$ cat src/rtl/cr_kme_fifo_pkg.sv
// cr_kme_fifo_pkg: shared types and constants for the cr_kme fifo read-side skid endpoint
package cr_kme_fifo_pkg;
    typedef enum logic [1:0] {IDLE, FLUSH, DONE} fsm_e;
    localparam int SKID_DEPTH = 2;
    typedef logic [1:0] occ_t;
endpackage

$ cat src/rtl/cr_kme_skid2.sv
// cr_kme_skid2: two-entry order-preserving holding buffer; entry0 is the head
module cr_kme_skid2
    import cr_kme_fifo_pkg::*;
#(
    parameter int DATA_WIDTH = 1
) (
    input  logic                  clk,
    input  logic                  rst_n,
    input  logic                  push_i,
    input  logic                  pop_i,
    input  logic                  clear_i,
    input  logic [DATA_WIDTH-1:0] data_i,
    output logic [DATA_WIDTH-1:0] data_o,
    output occ_t                  occ_o
);
    logic [DATA_WIDTH-1:0] e0_q, e0_d, e1_q, e1_d;
    occ_t                  occ_q, occ_d, wr_idx;

    // Pop shifts entry1 forward first; a push then lands in the first free slot.
    always_comb begin
        wr_idx = occ_q - occ_t'(pop_i);
        e0_d   = (push_i && wr_idx == 2'd0) ? data_i : (pop_i ? e1_q : e0_q);
        e1_d   = (push_i && wr_idx == 2'd1) ? data_i : e1_q;
        occ_d  = clear_i ? '0 : occ_q + occ_t'(push_i) - occ_t'(pop_i);
    end

    always_ff @(posedge clk or negedge rst_n) begin
        if (!rst_n) begin
            e0_q  <= '0;
            e1_q  <= '0;
            occ_q <= '0;
        end else begin
            e0_q  <= e0_d;
            e1_q  <= e1_d;
            occ_q <= occ_d;
        end
    end

    assert property (@(posedge clk) disable iff (!rst_n) occ_q <= occ_t'(SKID_DEPTH));

    assign data_o = e0_q;
    assign occ_o  = occ_q;
endmodule

$ cat src/rtl/cr_kme_fifo_rd_skid.sv
// cr_kme_fifo_rd_skid: pops a cr_kme fifo via valid/ack and re-presents words through a
// 2-entry skid buffer, with flush sequencing, handshake checking and a forwarded-word count.
module cr_kme_fifo_rd_skid
    import cr_kme_fifo_pkg::*;
#(
    parameter int DATA_WIDTH = 1,
    parameter int CNT_WIDTH  = 16
) (
    input  logic                  clk,
    input  logic                  rst_n,
    input  logic [DATA_WIDTH-1:0] fifo_out,
    input  logic                  fifo_out_valid,
    output logic                  fifo_out_ack,
    output logic [DATA_WIDTH-1:0] out_data,
    output logic                  out_valid,
    input  logic                  out_stall,
    input  logic                  flush,
    output logic                  flush_done,
    output logic                  protocol_err,
    output logic [CNT_WIDTH-1:0]  fwd_count
);
    fsm_e                  state_q;
    occ_t                  occ;
    logic                  idle, xfer, pop;
    logic                  done_q, err_q, prev_valid_q, prev_ack_q;
    logic [DATA_WIDTH-1:0] prev_data_q;
    logic [CNT_WIDTH-1:0]  cnt_q;

    assign idle         = state_q == IDLE;
    assign out_valid    = idle && occ != '0;
    assign xfer         = out_valid && !out_stall;
    assign fifo_out_ack = fifo_out_valid && ((idle && occ < occ_t'(SKID_DEPTH)) || state_q == FLUSH);
    assign pop          = fifo_out_valid && fifo_out_ack;

    cr_kme_skid2 #(.DATA_WIDTH(DATA_WIDTH)) u_skid (
        .clk     (clk),
        .rst_n   (rst_n),
        .push_i  (pop && idle),
        .pop_i   (xfer),
        .clear_i (idle && flush),
        .data_i  (fifo_out),
        .data_o  (out_data),
        .occ_o   (occ)
    );

    always_ff @(posedge clk or negedge rst_n) begin
        if (!rst_n) begin
            state_q      <= IDLE;
            done_q       <= 1'b0;
            err_q        <= 1'b0;
            prev_valid_q <= 1'b0;
            prev_ack_q   <= 1'b0;
            prev_data_q  <= '0;
            cnt_q        <= '0;
        end else begin
            unique case (state_q)
                IDLE:    if (flush) state_q <= FLUSH;
                FLUSH:   if (!fifo_out_valid) state_q <= DONE;
                default: state_q <= IDLE;
            endcase
            done_q       <= state_q == FLUSH && !fifo_out_valid;
            // A word offered but not taken must stay put, unchanged, until acked.
            err_q        <= prev_valid_q && !prev_ack_q && (!fifo_out_valid || fifo_out != prev_data_q);
            prev_valid_q <= fifo_out_valid;
            prev_ack_q   <= fifo_out_ack;
            prev_data_q  <= fifo_out;
            if (xfer && cnt_q != '1) cnt_q <= cnt_q + CNT_WIDTH'(1);
        end
    end

    assign flush_done   = done_q;
    assign protocol_err = err_q;
    assign fwd_count    = cnt_q;
endmodule

$ cat config.mk
export PLATFORM = sky130hd
export DESIGN_NAME = cr_kme_fifo_rd_skid
export DESIGN_NICKNAME = d
export VERILOG_FILES = /design/src/rtl/cr_kme_fifo_pkg.sv /design/src/rtl/cr_kme_skid2.sv /design/src/rtl/cr_kme_fifo_rd_skid.sv
export SDC_FILE = /design/constraint.sdc
export NUM_CORES = 1
export LEC_CHECK = 0
export BUFFER_PORTS_ARGS = -buffer_cell sky130_fd_sc_hd__buf_2
export CORE_MARGIN = 3
export CORE_UTILIZATION = 40
export CTS_CLUSTER_DIAMETER = 200
export DETAILED_ROUTE_END_ITERATION = 16
export SYNTH_ARGS = -nofsm -noshare
export SYNTH_HDL_FRONTEND = slang
export SYNTH_HIERARCHICAL = 1
export SYNTH_SLANG_ARGS = --single-unit
export TNS_END_PERCENT = 5
$ cat constraint.sdc
create_clock -name clk -period 2.39 [get_ports clk]
set_input_delay 0.239 -clock clk [delete_from_list [all_inputs] [get_ports clk]]
set_output_delay 0.239 -clock clk [all_outputs]
set_load 0.01 [all_outputs]
Word level (Yosys, flattened, before mapping)
Index checks and enable logic that the tools add are counted.
Widths: inputs -> output; s select.
{"block": "totals", "out_inout_bits": 21, "regBits": 27, "input_bits": 6, "wordCells": 50}
{"block": "op_classes", "add_sub_neg": 4, "magnitude_cmp": 1, "n_eq_ne": 6, "n_mux": 6, "reduce_logical": 23}
{"operator": "$add 16x1->16 const B", "n": 1}
{"operator": "$ne 16x16->1 const B", "n": 1}
{"operator": "$logic_and 1x1->1", "n": 13}
{"operator": "$mux 2", "n": 3}
{"operator": "$eq 2x1->1 const B", "n": 2}
{"operator": "$logic_not 2->1", "n": 2}
{"operator": "$ne 2x2->1 const B", "n": 2}
{"operator": "$pmux 2 s2", "n": 1}
{"operator": "$reduce_bool 2->1", "n": 2}
{"operator": "$sub 2x1->2", "n": 2}
{"operator": "$logic_not 1->1", "n": 3}
{"operator": "$add 2x1->2", "n": 1}
{"operator": "$logic_or 1x1->1", "n": 2}
{"operator": "$lt 2x2->1 const B", "n": 1}
{"operator": "$mux 1", "n": 2}
{"operator": "$reduce_and 2->1", "n": 1}
{"operator": "$ne 1x1->1", "n": 1}

Depth between registers and ports, before layout
{"block": "depth", "word_depth": 9, "mapped_depth": 11, "mapped_depth_nobuf": 9}

Cells and area by module
The synthesis kept the hierarchy.
{"mod": "cr_kme_fifo_rd_skid", "seq_area_each_um2": 575.6, "instances": 1, "cells_each": 98, "area_per_inst_um2": 1113.6}
{"mod": "cr_kme_skid2", "seq_area_each_um2": 100.1, "instances": 1, "cells_each": 20, "area_per_inst_um2": 244.0}

Worst setup path after synthesis
No wires, ideal clock.
{"block": "synth_path", "path_kind": "flip-flop to flip-flop", "from": "register state_q[0]", "to": "register u_skid.occ_q[1] (netlist: u_skid/occ_o[1])", "arrival_time_ns": 2.138, "stages_incl_launch_ff": 11, "t_required_ns": 2.259, "slack_ns": 0.122, "setup_time_ns": 0.131, "path_buffers": 2, "synth_period_minus_slack_ns": 2.268, "path_cell_list": "dfrtp_1 -> or4_1 -> buf_6 -> buf_8 -> inv_1 -> ha_1 -> inv_1 -> ha_1 -> xor2_1 -> and2_2 -> nor3_1"}
{"block": "synth_via", "word_cells_on_any_way": 13, "classes_between": "2 x add/sub; 1 x eq/ne; 1 x mux; 9 x reduce/logical"}
{"element": "start, declared", "line_no": "cr_kme_fifo_rd_skid.sv:22", "source": "fsm_e state_q;"}
{"element": "start signal, assigned", "line_no": "cr_kme_fifo_rd_skid.sv:48", "source": "state_q <= IDLE;"}
{"element": "start signal, assigned", "line_no": "cr_kme_fifo_rd_skid.sv:57", "source": "IDLE: if (flush) state_q <= FLUSH;"}
{"element": "start signal, assigned", "line_no": "cr_kme_fifo_rd_skid.sv:58", "source": "FLUSH: if (!fifo_out_valid) state_q <= DONE;"}
{"element": "$logic_not 2->1", "line_no": "cr_kme_fifo_rd_skid.sv:29", "source": "assign idle = state_q == IDLE;"}
{"element": "$logic_and 1x1->1", "line_no": "cr_kme_fifo_rd_skid.sv:30", "source": "assign out_valid = idle && occ != '0;"}
{"element": "$logic_and 1x1->1", "line_no": "cr_kme_fifo_rd_skid.sv:31", "source": "assign xfer = out_valid && !out_stall;"}
{"element": "named net xfer", "line_no": "cr_kme_fifo_rd_skid.sv:24", "source": "logic idle, xfer, pop;"}
{"element": "$sub 2x1->2", "line_no": "cr_kme_skid2.sv:24", "source": "occ_d = clear_i ? '0 : occ_q + occ_t'(push_i) - occ_t'(pop_i);"}
{"element": "$mux 2", "line_no": "cr_kme_skid2.sv:24"}
{"element": "named net u_skid.occ_d[1]", "line_no": "cr_kme_skid2.sv:17", "source": "occ_t occ_q, occ_d, wr_idx;"}
{"element": "end signal, assigned", "line_no": "cr_kme_skid2.sv:31", "source": "occ_q <= '0;"}
{"element": "end signal, assigned", "line_no": "cr_kme_skid2.sv:35", "source": "occ_q <= occ_d;"}
{"element": "end, declared", "line_no": "cr_kme_skid2.sv:17"}
The timed path passes the listed nets, and every way through them passes these cells.
A chain may end at the register's enable or synchronous reset.

Worst setup path after layout
Ends and elaborated chain as after synthesis.

==> metrics.yaml <==
setup_path:
  crit_path_start: "state_q[0]"
  cp_cell_sequence: "or4_1 > inv_1 > ha_1 > inv_1 > ha_1 > xor2_1 > and2_2 > nor3_1"
  crit_path_end_kind: "flip-flop"
  critical_path_arrival_ns: 2.41
  path_class: "reg2reg"
  cpMaxStageDelayCell: "or4_1"
  max_stage_delay_ns: 0.56
  r2r_start: "state_q[0]"
  cp_max_fo: 8
  crit_path_start_kind: "flip-flop"
  worstPathRequired_ns: 2.60
placed_design:
  dp.cells: 188
  dp_hpwl_um: 1790
  portBuffers: 26
  routabilityCongestion: 0.822
finish:
  finalNonFillerCells: 193
  layout-drive-gt1-share_pct: 30.9
  antenna_cells: 0
  area_growth_pct: 15.6
  finalNetCount: 160
  n_fill_cell: 303
global_route:
  grt_usage_pct: 13.5
  grt_pass1_vias: 938
  grt_antenna_before_repair: 0
  grt_max_degree: 28
  gr-total-overflow: 0
  grt_pass1_wl_um: 4400
hold_path:
  min_path_type: "in2reg"
  worst_hold_startpoint: "fifo_out"
synthesis:
  netlist_instances: 118
  synth_area_um2: 1360
  yosysTopAreaCellShare_pct: 49.8
  synth-seq-cells: 27
  yosys.area.top_type: "dfrtp_1"
  synth_cell_types: 34
  synth_edf_count: 0
  ys_seq_area_share_pct: 49.8
  synth-main-ff-cell: "dfrtp_1"
  syn_avg_cell_area_um2: 11.5
  synthMostInstantiatedCell: "dfrtp_1"
  synth_area_leaders: "dfrtp_1 (50%), xor2_1 (8.4%), ha_1 (3.7%)"
  async_reset_ff_share_pct: 100
  ys.warnings.count: 6
  synthTopCellsByCount: "dfrtp_1 (27), xor2_1 (13), nand2_1 (10)"
  syn-num-nets: 128
route:
  vias_per_cell: 5.06
  dr.pass1.iters: 4
  ant_nets: 0
  finalWirelength_um: 2470
  drt_iter0_drc: 29
  routedWlPerCell_um: 12.8
  drc: 0
  vias: 977
pwr:
  finalPower_mw: 1.34
  p_leak_nw: 0.752
  cellPowerDensity_nw_per_um2: 857
  ir_drop_mv: 0.504
sta:
  fin_crit_ns: 2.20
  slew_headroom_pct: 59.5
  fmax_mhz: 456
  setup_tns_ns: 0
  finalClockSkew_ns: 0.0116
  hold_viol_final: 0
  drv_slew: 0
  setup_violations: 0
  worst_pin_slew_ns: 0.607
  fin_crit_sh_pct: 91.8
  grt_setup_unrepaired: "false"
clock_network:
  ctsHoldBuffers: 1
  cts_setup_buffers: 0
  clk_latency_ns: 0.32
  post_cts_resized: 0
  htree_num_levels: 1
  clock-root-buffer: "clkbuf_4"
  numCtsBuffers: 3
  clk_path_buf_depth: 2
  cts.sinks: 27
  clk_pin_slew_worst_paths_ns: 0.15
  cts_tree: "built"
die:
  pin_count: 27
  coreArea_um2: 3150
  initial_utilization_pct: 43.1
  placementRows: 20
  die_w_um: 64.3
  die_h_um: 64.3
  die_area_um2: 4130
outcome:
  status: "finished, final reports clean"
flow_run:
  drv_cap: 0
==> placed cells by master (no fill, tap or decap), types with 2 or more instances in the layout <==
master	synthesis	final
nor3b_1	5	5
ha_1	4	4
nand4_1	3	3
or3_1	2	2
nand2_1	10	10
nor4_1	5	5
mux2_2	3	3
and2b_2	2	2
nand3_1	3	3
nor3_1	9	9
xor2_1	13	13
nand2b_1	2	2
mux2i_1	3	3
nor2_1	5	5
nor4b_1	2	2
buf_4	0	2
inv_1	3	3
buf_2	0	26
dfrtp_1	27	27
clkbuf_4	0	3
==> worst max-delay path: cells and delay by family, from the launching register on <==
family,cells,cell delay [ns]
adders and majority gates,2,0.43
and+or+nand+nor,3,0.76
xor gates and xnor gates,1,0.17
DFF,1,0.48
buffers and inverters,2,0.24
==> worst paths after layout <==
path / end / slack [ns] / cells after the start
worst max-delay path: u_skid/occ_o[1] / 0.19 / 8
min in group asynchronous: fwd_count[9] / 0.43 / 2
worst min register to register: protocol_err / 0.49 / 2
worst min-delay path: prev_data_q / 0.07 / 1
max in group asynchronous: state_q[1] / 1.56 / 2
worst max register to register: u_skid/occ_o[1] / 0.19 / 8
==> kinds of logic (layout without fill, tap and decap cells) <==
logic type	count (synthesis)	count (layout)	share of synthesized area [%]
simple gates	57	57	26.2
flops	27	27	49.8
compound gates	3	3	1.57
mux	7	7	5.81
buf+inv	5	36	2.76
xor+xnor	15	15	10.2
fa+ha+maj	4	4	3.69
==> power by group <==
part / internal, mW / leakage [nW] / total (mW) / switching (mW)
Combinational: 0.221 / 0.401 / 0.465 / 0.244
Sequential: 0.563 / 0.333 / 0.682 / 0.119
Clock: 0.0627 / 0.0177 / 0.197 / 0.135
Total: 0.847 / 0.752 / 1.34 / 0.498
==> layout make-up <==
class,instances,area [um^2],share of cell area [%]
multi-input combinational,86,644,41.1
sequential,27,676,43.1
timing repair buffer,29,155,9.89
clock buffer,3,22.5,1.44
tap,44,55.1,3.51
inverter,3,11.3,0.718
clock inverter,1,5.00,0.319
==> state kept, by name, indices dropped and copies added, names as in the netlist <==
| register | cells |
|---|---|
| fwd_count | 16 |
| state_q | 2 |
| u_skid/occ_o | 2 |
| flush_done | 1 |
| prev_ack_q | 1 |
| prev_data_q | 1 |
| prev_valid_q | 1 |
| protocol_err | 1 |
| u_skid/data_o | 1 |
| u_skid/e1_q | 1 |
==> stage by stage <==
| stage | hold WS [ns] | utilization [%] | setup slack (ns) | instance area [um^2] |
|---|---|---|---|---|
| 6_report | 0.0701 | 49.8 | 0.195 | 1570 |
| 5_1_grt | 0.0371 | 49.8 | 0.0151 | 1570 |
| 4_1_cts | 0.0498 | 49.8 | 0.190 | 1570 |
| 3_5_place_dp | 0.298 | 48.6 | 0.240 | 1530 |
| 3_3_place_gp | 0.275 | 48.6 | 0.293 | 1530 |
| 2_1_floorplan | -0.0566 | - | 0.122 | 1360 |
==> metal layers <==
layer	GRT usage, %	part of all wire, %	vias to the layer above
met1	19.1	51	463
met2	20.2	44	29
li1	-	-	483
met3	2.46	4.9	2
met5	0	0	-
met4	5.54	0.81	0
Power figures use the tool's default switching activity.
